### config.mk
export PLATFORM = sky130hd
export DESIGN_NAME = uart_tx_arbiter
export DESIGN_NICKNAME = d
export VERILOG_FILES = /design/src/rtl/uart_tx_arbiter.sv
export SDC_FILE = /design/constraint.sdc
export NUM_CORES = 1
export LEC_CHECK = 0
export CAP_MARGIN = 20
export CORE_UTILIZATION = 42
export CTS_CLUSTER_DIAMETER = 40
export DETAILED_ROUTE_END_ITERATION = 12
export GPL_ROUTABILITY_DRIVEN = 0
export PLACE_DENSITY = 0.81
export SYNTH_ARGS = -nofsm -noshare
export SYNTH_HDL_FRONTEND = slang
export SYNTH_SLANG_ARGS = --single-unit
### constraint.sdc
create_clock -name clk -period 4.8 [get_ports clk]
set_input_delay 0.96 -clock clk [delete_from_list [all_inputs] [get_ports clk]]
set_output_delay 0.96 -clock clk [all_outputs]
set_load 0.02 [all_outputs]
### src/rtl/uart_tx_arbiter.sv
// uart_tx_arbiter
// Shares one UART transmit byte channel among NUM_REQ requesters.
// Round-robin arbitration picks an owner in IDLE. The owner then keeps the
// channel in XFER until it hands over a byte flagged last, or until it has
// moved MAX_BURST bytes in this grant. Bytes pass combinationally from the
// owner to the transmitter. Every grant is followed by one IDLE bubble
// cycle, so arbitration always sees a fresh view of the requesters.

module uart_tx_arbiter #(
  parameter int NUM_REQ   = 4,   // number of requesters (2..8)
  parameter int DATA_BITS = 8,   // bits per UART character
  parameter int MAX_BURST = 16   // bytes per grant before forced release (1..255)
) (
  input  logic                           clk,
  input  logic                           rst,
  input  logic [NUM_REQ-1:0]             req_valid,
  input  logic [NUM_REQ*DATA_BITS-1:0]   req_data,
  input  logic [NUM_REQ-1:0]             req_last,
  output logic [NUM_REQ-1:0]             req_ready,
  output logic [DATA_BITS-1:0]           tx_data,
  output logic                           tx_valid,
  input  logic                           tx_ready,
  output logic [NUM_REQ-1:0]             grant,
  output logic                           busy,
  output logic                           burst_cut
);

  localparam int PTR_W = $clog2(NUM_REQ);
  localparam int CNT_W = $clog2(MAX_BURST + 1);

  // Pointer resets to the last index so that requester 0 wins first.
  localparam logic [PTR_W-1:0] PTR_RST = PTR_W'(NUM_REQ - 1);
  localparam logic [CNT_W-1:0] CNT_MAX = CNT_W'(MAX_BURST);

  typedef enum logic {
    IDLE = 1'b0,
    XFER = 1'b1
  } state_t;

  state_t               state;
  state_t               state_next;

  logic [PTR_W-1:0]     rr_ptr;      // index of the most recent owner
  logic [PTR_W-1:0]     owner;       // binary index of the current owner
  logic [CNT_W-1:0]     count;       // bytes accepted in the current grant
  logic [CNT_W-1:0]     count_inc;

  logic [DATA_BITS-1:0] req_bytes [NUM_REQ];

  logic                 arb_found;
  logic [PTR_W-1:0]     arb_idx;
  logic [PTR_W:0]       cand;

  logic                 owner_valid;
  logic                 owner_last;
  logic                 handshake;
  logic                 at_limit;
  logic                 pkt_done;

  // Split the flat requester data bus into one byte per requester.
  always_comb begin
    for (int i = 0; i < NUM_REQ; i++) begin
      req_bytes[i] = req_data[i*DATA_BITS +: DATA_BITS];
    end
  end

  // Round-robin search: first asserted req_valid upward from rr_ptr+1, wrapping.
  always_comb begin
    // NOTE: every variable written here gets a default before any branch, so
    // no path leaves it unassigned and no latch is inferred.
    arb_found = 1'b0;
    arb_idx   = '0;
    cand      = '0;
    for (int i = 1; i <= NUM_REQ; i++) begin
      cand = {1'b0, rr_ptr} + (PTR_W+1)'(i);
      if (cand >= (PTR_W+1)'(NUM_REQ)) begin
        cand = cand - (PTR_W+1)'(NUM_REQ);
      end
      if (!arb_found && req_valid[cand[PTR_W-1:0]]) begin
        arb_found = 1'b1;
        arb_idx   = cand[PTR_W-1:0];
      end
    end
  end

  // Owner handshake and release decode for the XFER state.
  assign owner_valid = req_valid[owner];
  assign owner_last  = req_last[owner];
  assign handshake   = (state == XFER) && owner_valid && tx_ready;
  assign count_inc   = count + CNT_W'(1);
  assign at_limit    = (count_inc == CNT_MAX);
  assign pkt_done    = handshake && (owner_last || at_limit);

  // State register.
  always_ff @(posedge clk or posedge rst) begin
    if (rst) begin
      state <= IDLE;
    end else begin
      state <= state_next;
    end
  end

  // Next-state logic: grant on any request, release on last or burst limit.
  always_comb begin
    state_next = state;
    unique case (state)
      IDLE: if (arb_found) state_next = XFER;
      XFER: if (pkt_done)  state_next = IDLE;
      default:             state_next = IDLE;
    endcase
  end

  // Grant, owner, round-robin pointer, byte count and burst_cut registers.
  always_ff @(posedge clk or posedge rst) begin
    if (rst) begin
      grant     <= '0;
      owner     <= '0;
      rr_ptr    <= PTR_RST;
      count     <= '0;
      burst_cut <= 1'b0;
    end else begin
      // NOTE: non-blocking assignments keep every register here updating from
      // the pre-edge values, independent of statement order.
      burst_cut <= pkt_done && at_limit && !owner_last;
      unique case (state)
        IDLE: begin
          if (arb_found) begin
            grant <= NUM_REQ'(1) << arb_idx;
            owner <= arb_idx;
            count <= '0;
          end
        end
        XFER: begin
          if (pkt_done) begin
            grant  <= '0;
            rr_ptr <= owner;
            count  <= '0;
          end else if (handshake) begin
            count  <= count_inc;
          end
        end
        default: begin
          grant <= '0;
        end
      endcase
    end
  end

  // Output logic: pass the owner's handshake straight through in XFER.
  always_comb begin
    tx_valid  = 1'b0;
    tx_data   = '0;
    req_ready = '0;
    busy      = 1'b0;
    if (state == XFER) begin
      busy             = 1'b1;
      tx_valid         = owner_valid;
      req_ready[owner] = tx_ready;
      if (owner_valid) begin
        tx_data = req_bytes[owner];
      end
    end
  end

endmodule

==> results of run 1 <==
area by class of cell:
type | count | area [µm²]
Inverter | 7 | 26.28
Sequential cell | 15 | 377.9
Tap cell | 30 | 37.54
Clock buffer | 4 | 26.28
Multi-Input combinational cell | 87 | 724.4
Fill cell | 198 | 734.5
Timing Repair Buffer | 62 | 618.1
synth_stat cells (3+ instances only):
library cell / count
nand2_1: 9
o21ai_0: 6
nand2b_1: 5
nor2b_1: 3
mux2_2: 6
o21ai_1: 3
dfrtp_1: 13
inv_1: 7
and3_1: 9
nor2_1: 4
mux4_2: 9
nor3_1: 3
and2_1: 4
worst min-delay path by stage:
stage                     cells after the start  slack [ns]            startpoint              endpoint
after floorplan                               2        0.49  count[1]$_DFFE_PP0P_  count[1]$_DFFE_PP0P_
after global placement                        1        0.48  grant[3]$_DFFE_PP0P_  grant[3]$_DFFE_PP0P_
after detailed placement                      1        0.48  grant[1]$_DFFE_PP0P_  grant[1]$_DFFE_PP0P_
after CTS                                     1        0.51  grant[1]$_DFFE_PP0P_  grant[1]$_DFFE_PP0P_
after global routing                          1        0.55  grant[1]$_DFFE_PP0P_  grant[1]$_DFFE_PP0P_
final                                         1        0.51  grant[1]$_DFFE_PP0P_  grant[1]$_DFFE_PP0P_
critical path, cell delays in order:
cell and delay, ns:
clkdlybuf4s50_1 0.51, mux2_2 0.33, mux2_2 0.35, and3_1 0.20, clkdlybuf4s50_1 0.53
state kept, by name (all words and copies together) (netlist names):
register   count
state          1
rr_ptr         2
burst_cut      1
count          5
owner          2
grant          4
layer usage:
metal / routed length [µm] / global-route usage [%] / vias up
li1: - / - / 553
met1: 1271 / 24.34 / 567
met2: 1557 / 42.28 / 51
met3: 390 / 6.111 / 5
met4: 47 / 10.26 / 0
met5: 0 / 0 / -
where the power goes:
part           total [µW]  internal (µW)  switching, µW
Combinational         611            343            268
Sequential            292            189            103
Clock                73.9           32.4           41.5
Total                 977            565            412
metrics by stage:
step / util, % / total power [µW]
floorplan: - / 677.6
global placement: 70.11 / 889.7
detailed placement: 70.11 / 906.8
CTS: 71.14 / 986.2
global route: 71.14 / 1051
finish: 71.14 / 977.0
kinds of logic after synthesis:
group / share of synthesized area (%)
flip-flops: 32.65
AO/OA/AOI/OAI: 16.54
buffers and inverters: 4.757
multiplexers: 23.35
adder cells (fa/ha/maj): 1.081
AND/OR/NAND/NOR: 21.62
placed cells by master (no fill, tap or decap), types with 2 or more instances in the layout:
cell type        count
nand2b_1             5
nor2_1               4
a22o_1               2
and3_1               9
o2bb2ai_1            2
mux4_2               9
nand2_1              9
and2_1               4
mux2_2               6
inv_1                7
dfrtp_1             13
nor2b_1              3
nor3_1               3
a21oi_2              2
o21ai_1              3
clkdlybuf4s50_1     61
dfstp_2              2
clkbuf_4             3
a21oi_1              2
o21ai_0              6
nand3_1              2
==> impl_metrics.csv, run 1 <==
group,metric,value,unit
status,result_of_the_run,"completed",
clock_tree,numCtsBuffers,3,
global_routing,gr-total-overflow,0,
floorplanning,die_area,0.002970,mm²
power,leakage,0.0007355,µW
detailed_routing,num_vias,1176,
synthesis,synth.yosys.seq_area_share,32.65,%
finish,area_growth_syn_to_layout,56.43,%
clock_tree,clock_tree_from_tritoncts,"done",
worst_setup_path,regToRegStartpoint,"owner[0]$_DFFE_PP0P_",
detailed_routing,avgViaCountPerCell,5.737,
placement,port_buffers,61,
sta,worstMarginPinSlew,0.6652,ns
clock_tree,cts_buffer_depth,2,
detailed_routing,drt_first_pass_iters,4,
finish,final_area,0.001810,mm²
clock_tree,path_clk_slew,0.08,ns
global_routing,grt_max_degree,18,
worst_setup_path,worst-endpoint-required,3.84,ns
sta,hold_ws,0.5077,ns
worst_setup_path,startpoint,"req_valid[1]",
power,power.density_cell_area,539.6,mW/mm²
worst_setup_path,kind_of_end_point_of_the_critical_path,"output port",
clock_tree,cts_post_setup_buffers_inserted,0,
global_routing,grt_pass1_vias,1131,
synthesis,netlist-cell-type-count,39,
global_routing,grt_first_pass_wirelength,4809,µm
power,irDropWorstVdd,0.4090,mV
synthesis,synthesis.yosys.warnings,0,
placement,hpwl_reported_at_the_end_of_detailed_placement,2576,µm
sta,finalSetupTns,0,ns
floorplanning,io-pin-count,62,
detailed_routing,drc,0,
synthesis,synth_top_cell_area_share,28.11,%
detailed_routing,drt-wirelength-per-cell,15.93,µm
floorplanning,initial_core_util,45.48,%
sta,max_slew_margin,55.65,%
synthesis,postSynthCellCount,115,
placement,dp_cells,201,
synthesis,synth-main-ff-cell,"dfrtp_1",
sta,finalSetupViolCount,0,
sta,timing.clock.skew,0.007037,ns
global_routing,global_route.usage.total,23.05,%
floorplanning,dieHeight,54.50,µm
worst_setup_path,rrSetupSlack,2.47,ns
finish,finish.cell_count_without_fillers,205,
placement,place_worst_setup_slack,0.9656,ns
finish,antenna_cells_inserted,0,
worst_setup_path,maximum_fanout_along_the_worst_path,10,
run,max_cap_violation_count,0,
sta,slew_viol_final,0,
sta,final.min_clock_period,3.844,ns
sta,setup_repair_after_global_routing_missed_its_margin,"false",
synthesis,syn_area,0.001157,mm²
finish,drive_gt1_share,15.43,%
detailed_routing,drt_wl_total,3266,µm
sta,fmax,0.2601,GHz
worst_setup_path,depth_of_the_worst_register_to_register_path,4,
synthesis,postSynthNetCount,159,
detailed_routing,drtAntennaViolNets,0,
synthesis,yosysTopAreaCell,"dfrtp_1",
worst_setup_path,setup_crit_path_kind,"in -> out",
floorplanning,core_area,0.002545,mm²
clock_tree,clk-insertion-delay-late,0.29,ns
clock_tree,clock-sinks,15,
worst_setup_path,worst_ep_arrival_time,2.88,ns
sta,finalCritPeriodShare,80.09,%
sta,finalWorstSetupSlack,0.9555,ns
clock_tree,cts-hold-fix-buffers,0,
finish,finish.net_count,220,
synthesis,postSynthRegisterBits,15,
synthesis,count_of_flip_flops_with_a_built_in_enable_after_synthesis,0,
worst_setup_path,worstSetupEndpoint,"tx_data[5]",
clock_tree,cts.root.buffer_cell,"clkbuf_4",
worst_hold_path,hold_class,"reg -> reg",
worst_setup_path,timing.critical_path.from_type,"input port",
global_routing,grt_antenna_before_repair,0,
clock_tree,cts_repair_resize_count,0,
floorplanning,rows,18,
synthesis,synth.avg_cell_area,10.06,µm²
floorplanning,dieWidth,54.50,µm
synthesis,ys_async_sr_fraction,100.0,%
clock_tree,cts.htree.levels,1,
detailed_routing,starting_drt_drc_count,10,
worst_setup_path,worstReg2RegEnd,"count[2]$_DFFE_PP0P_",
placement,dpl_cell_area,0.001784,mm²
synthesis,ys_top_cells_by_area,"dfrtp_1, mux4_2, mux2_2, and3_1, dfstp_2",
sta,final_hold_viol_count,0,
No activity file was read; power rests on OpenSTA's default activity.
==> run 2: changes to the inputs <==
--- a/config.mk
+++ b/config.mk
@@ -6,11 +6,11 @@
 export NUM_CORES = 1
 export LEC_CHECK = 0
 export CAP_MARGIN = 20
-export CORE_UTILIZATION = 42
+export CORE_UTILIZATION = 39
 export CTS_CLUSTER_DIAMETER = 40
 export DETAILED_ROUTE_END_ITERATION = 12
 export GPL_ROUTABILITY_DRIVEN = 0
-export PLACE_DENSITY = 0.81
+export PLACE_DENSITY = 0.76
 export SYNTH_ARGS = -nofsm -noshare
 export SYNTH_HDL_FRONTEND = slang
 export SYNTH_SLANG_ARGS = --single-unit
==> constraint.sdc (replaced) <==
create_clock -name clk -period 3.65 [get_ports clk]
set_input_delay 0.73 -clock clk [delete_from_list [all_inputs] [get_ports clk]]
set_output_delay 0.73 -clock clk [all_outputs]
set_load 0.02 [all_outputs]
==> run 2 against run 1 <==
Via count is 3.7% lower. Flip-flop and latch count unchanged. Sequential share of layout area barely moved. Core utilization is 6.0 points lower. Critical path type unchanged.
==> impl_metrics.csv, run 2 (synthesized netlist as in run 1, its figures left out) <==
group,metric,value,unit
power,totalPowerFinal,1289,µW
clock_tree,cts.root.buffer_cell,"clkbuf_4",
detailed_routing,drtAntennaViolNets,0,
finish,area_growth_syn_to_layout,56.54,%
detailed_routing,drt_first_pass_iters,4,
global_routing,grt_max_degree,18,
detailed_routing,starting_drt_drc_count,47,
clock_tree,path_clk_slew,0.08,ns
finish,layout.cells.most_common,"clkdlybuf4s50_1",
power,leakage,0.0007355,µW
worst_setup_path,worst-endpoint-required,2.92,ns
global_routing,gr-total-overflow,0,
detailed_routing,drc,0,
power,irDropWorstVdd,0.6165,mV
finish,final_util,65.14,%
clock_tree,cts_post_setup_buffers_inserted,0,
worst_setup_path,regToRegStartpoint,"owner[0]$_DFFE_PP0P_",
clock_tree,cts.htree.levels,1,
clock_tree,cts_repair_resize_count,0,
worst_hold_path,holdCritStartpoint,"grant[1]$_DFFE_PP0P_",
worst_setup_path,rrSetupSlack,1.31,ns
detailed_routing,avgViaCountPerCell,5.500,
power,power.density_cell_area,711.7,mW/mm²
worst_setup_path,timing.critical_path.from_type,"input port",
status,result_of_the_run,"completed",
detailed_routing,drt_wl_total,3247,µm
sta,setup_repair_after_global_routing_missed_its_margin,"false",
finish,antenna_cells_inserted,0,
detailed_routing,drt-wirelength-per-cell,15.76,µm
worst_hold_path,holdPathStages,1,
placement,hpwl_reported_at_the_end_of_detailed_placement,2610,µm
worst_setup_path,path_cells,"clkdlybuf4s50_1, mux2_2, mux2_2, and3_1, clkdlybuf4s50_1",
sta,slew_viol_final,0,
sta,max_slew_margin,55.31,%
floorplanning,initial_core_util,41.61,%
sta,timing.clock.skew,0.003312,ns
placement,dp_cells,202,
worst_setup_path,depth_of_the_worst_register_to_register_path,4,
finish,drive_gt1_share,15.43,%
sta,final_hold_viol_count,0,
run,max_cap_violation_count,0,
floorplanning,rows,19,
clock_tree,cts_buffer_depth,2,
floorplanning,die_area,0.003189,mm²
clock_tree,clock_tree_from_tritoncts,"done",
worst_setup_path,maximum_fanout_along_the_worst_path,10,
sta,finalSetupViolCount,0,
sta,worstMarginPinSlew,0.6704,ns
global_routing,grt_first_pass_wirelength,5361,µm
finish,largest_registers,"count: 5 flops, grant: 4 flops",
floorplanning,io-pin-count,62,
sta,final.min_clock_period,3.362,ns
worst_setup_path,worstReg2RegEnd,"count[1]$_DFFE_PP0P_",
clock_tree,clock-sinks,15,
finish,fill_cells,231,
sta,finalSetupTns,0,ns
worst_setup_path,kind_of_end_point_of_the_critical_path,"output port",
global_routing,grt_pass1_vias,1123,
detailed_routing,num_vias,1133,
clock_tree,clk-insertion-delay-late,0.28,ns
worst_setup_path,worst_ep_arrival_time,2.63,ns
placement,port_buffers,61,
floorplanning,dieHeight,56.48,µm
finish,finish.cell_count_without_fillers,206,
global_routing,grt_antenna_before_repair,0,
worst_setup_path,timing.critical_path.slowest_cell_delay,0.54,ns
worst_hold_path,hold_class,"reg -> reg",
finish,largest_register_ffs,5,
finish,commonest_cells_after_routing_fill_and_taps_aside,"clkdlybuf4s50_1, dfrtp_1, and3_1, mux4_2, nand2_1",
worst_setup_path,crit_slowest_cell,"clkdlybuf4s50_1",
global_routing,global_route.usage.total,21.40,%
sta,finalCritPeriodShare,92.11,%
worst_hold_path,min_delay_worst_endpoint,"grant[1]$_DFFE_PP0P_",
finish,finish.net_count,220,
floorplanning,core_area,0.002781,mm²
clock_tree,numCtsBuffers,3,
finish,registers.top_by_ff_count,"count",
clock_tree,cts-hold-fix-buffers,0,
sta,fmax,0.2975,GHz
worst_setup_path,setup_crit_path_kind,"in -> out",
floorplanning,dieWidth,56.48,µm
==> run 2: report_power, final <==
part / leakage, µW / switching [µW] / internal (µW)
Clock: 0.0000150 / 53.0 / 42.5
Combinational: 0.000540 / 354 / 450
Sequential: 0.000180 / 140 / 249
Total: 0.000736 / 547 / 742
==> run 2: final cells by class <==
type                       instances  area [µm²]  area share [%]
inverter                           7       26.28           1.450
multi-input combinational         87       724.4           39.99
timing repair buffer              62       618.1           34.12
tap                               31       38.79           2.141
clock buffer                       4       26.28           1.450
sequential                        15       377.9           20.86
==> run 2: how the worst max path moves through the flow <==
stage / from / end / depth (start not counted)
2_1_floorplan: req_valid[3] / tx_data[0] / 3
3_3_place_gp: req_valid[1] / tx_data[5] / 5
3_5_place_dp: req_valid[1] / tx_data[5] / 5
4_1_cts: req_valid[1] / tx_data[5] / 5
5_1_grt: req_valid[1] / tx_data[7] / 5
6_report: req_valid[1] / tx_data[5] / 5
==> run 2: stage by stage <==
step | cell area (µm²) | hold slack (ns) | worst slack (ns)
after floorplan | 1157 | 0.4860 | 1.367
after global routing | 1812 | 0.5499 | 0.1978
final | 1812 | 0.5236 | 0.2881
after CTS | 1812 | 0.5282 | 0.2830
after detailed placement | 1785 | 0.4915 | 0.2865
after global placement | 1785 | 0.4778 | 0.3326
==> run 2: critical path, delay by kind of cell <==
family / cells / cell delay (ns)
multiplexers: 2 / 0.67
buffers and inverters: 2 / 1.04
AND/OR/NAND/NOR: 1 / 0.19
==> run 2: metal layers <==
| layer | up-vias | GRT usage, % | share of wire [%] |
|---|---|---|---|
| met5 | - | 0 | 0 |
| met4 | 0 | 3.136 | 0.89 |
| met3 | 4 | 6.452 | 6.8 |
| met2 | 40 | 38.32 | 51 |
| met1 | 539 | 25.67 | 41 |
| li1 | 550 | - | - |
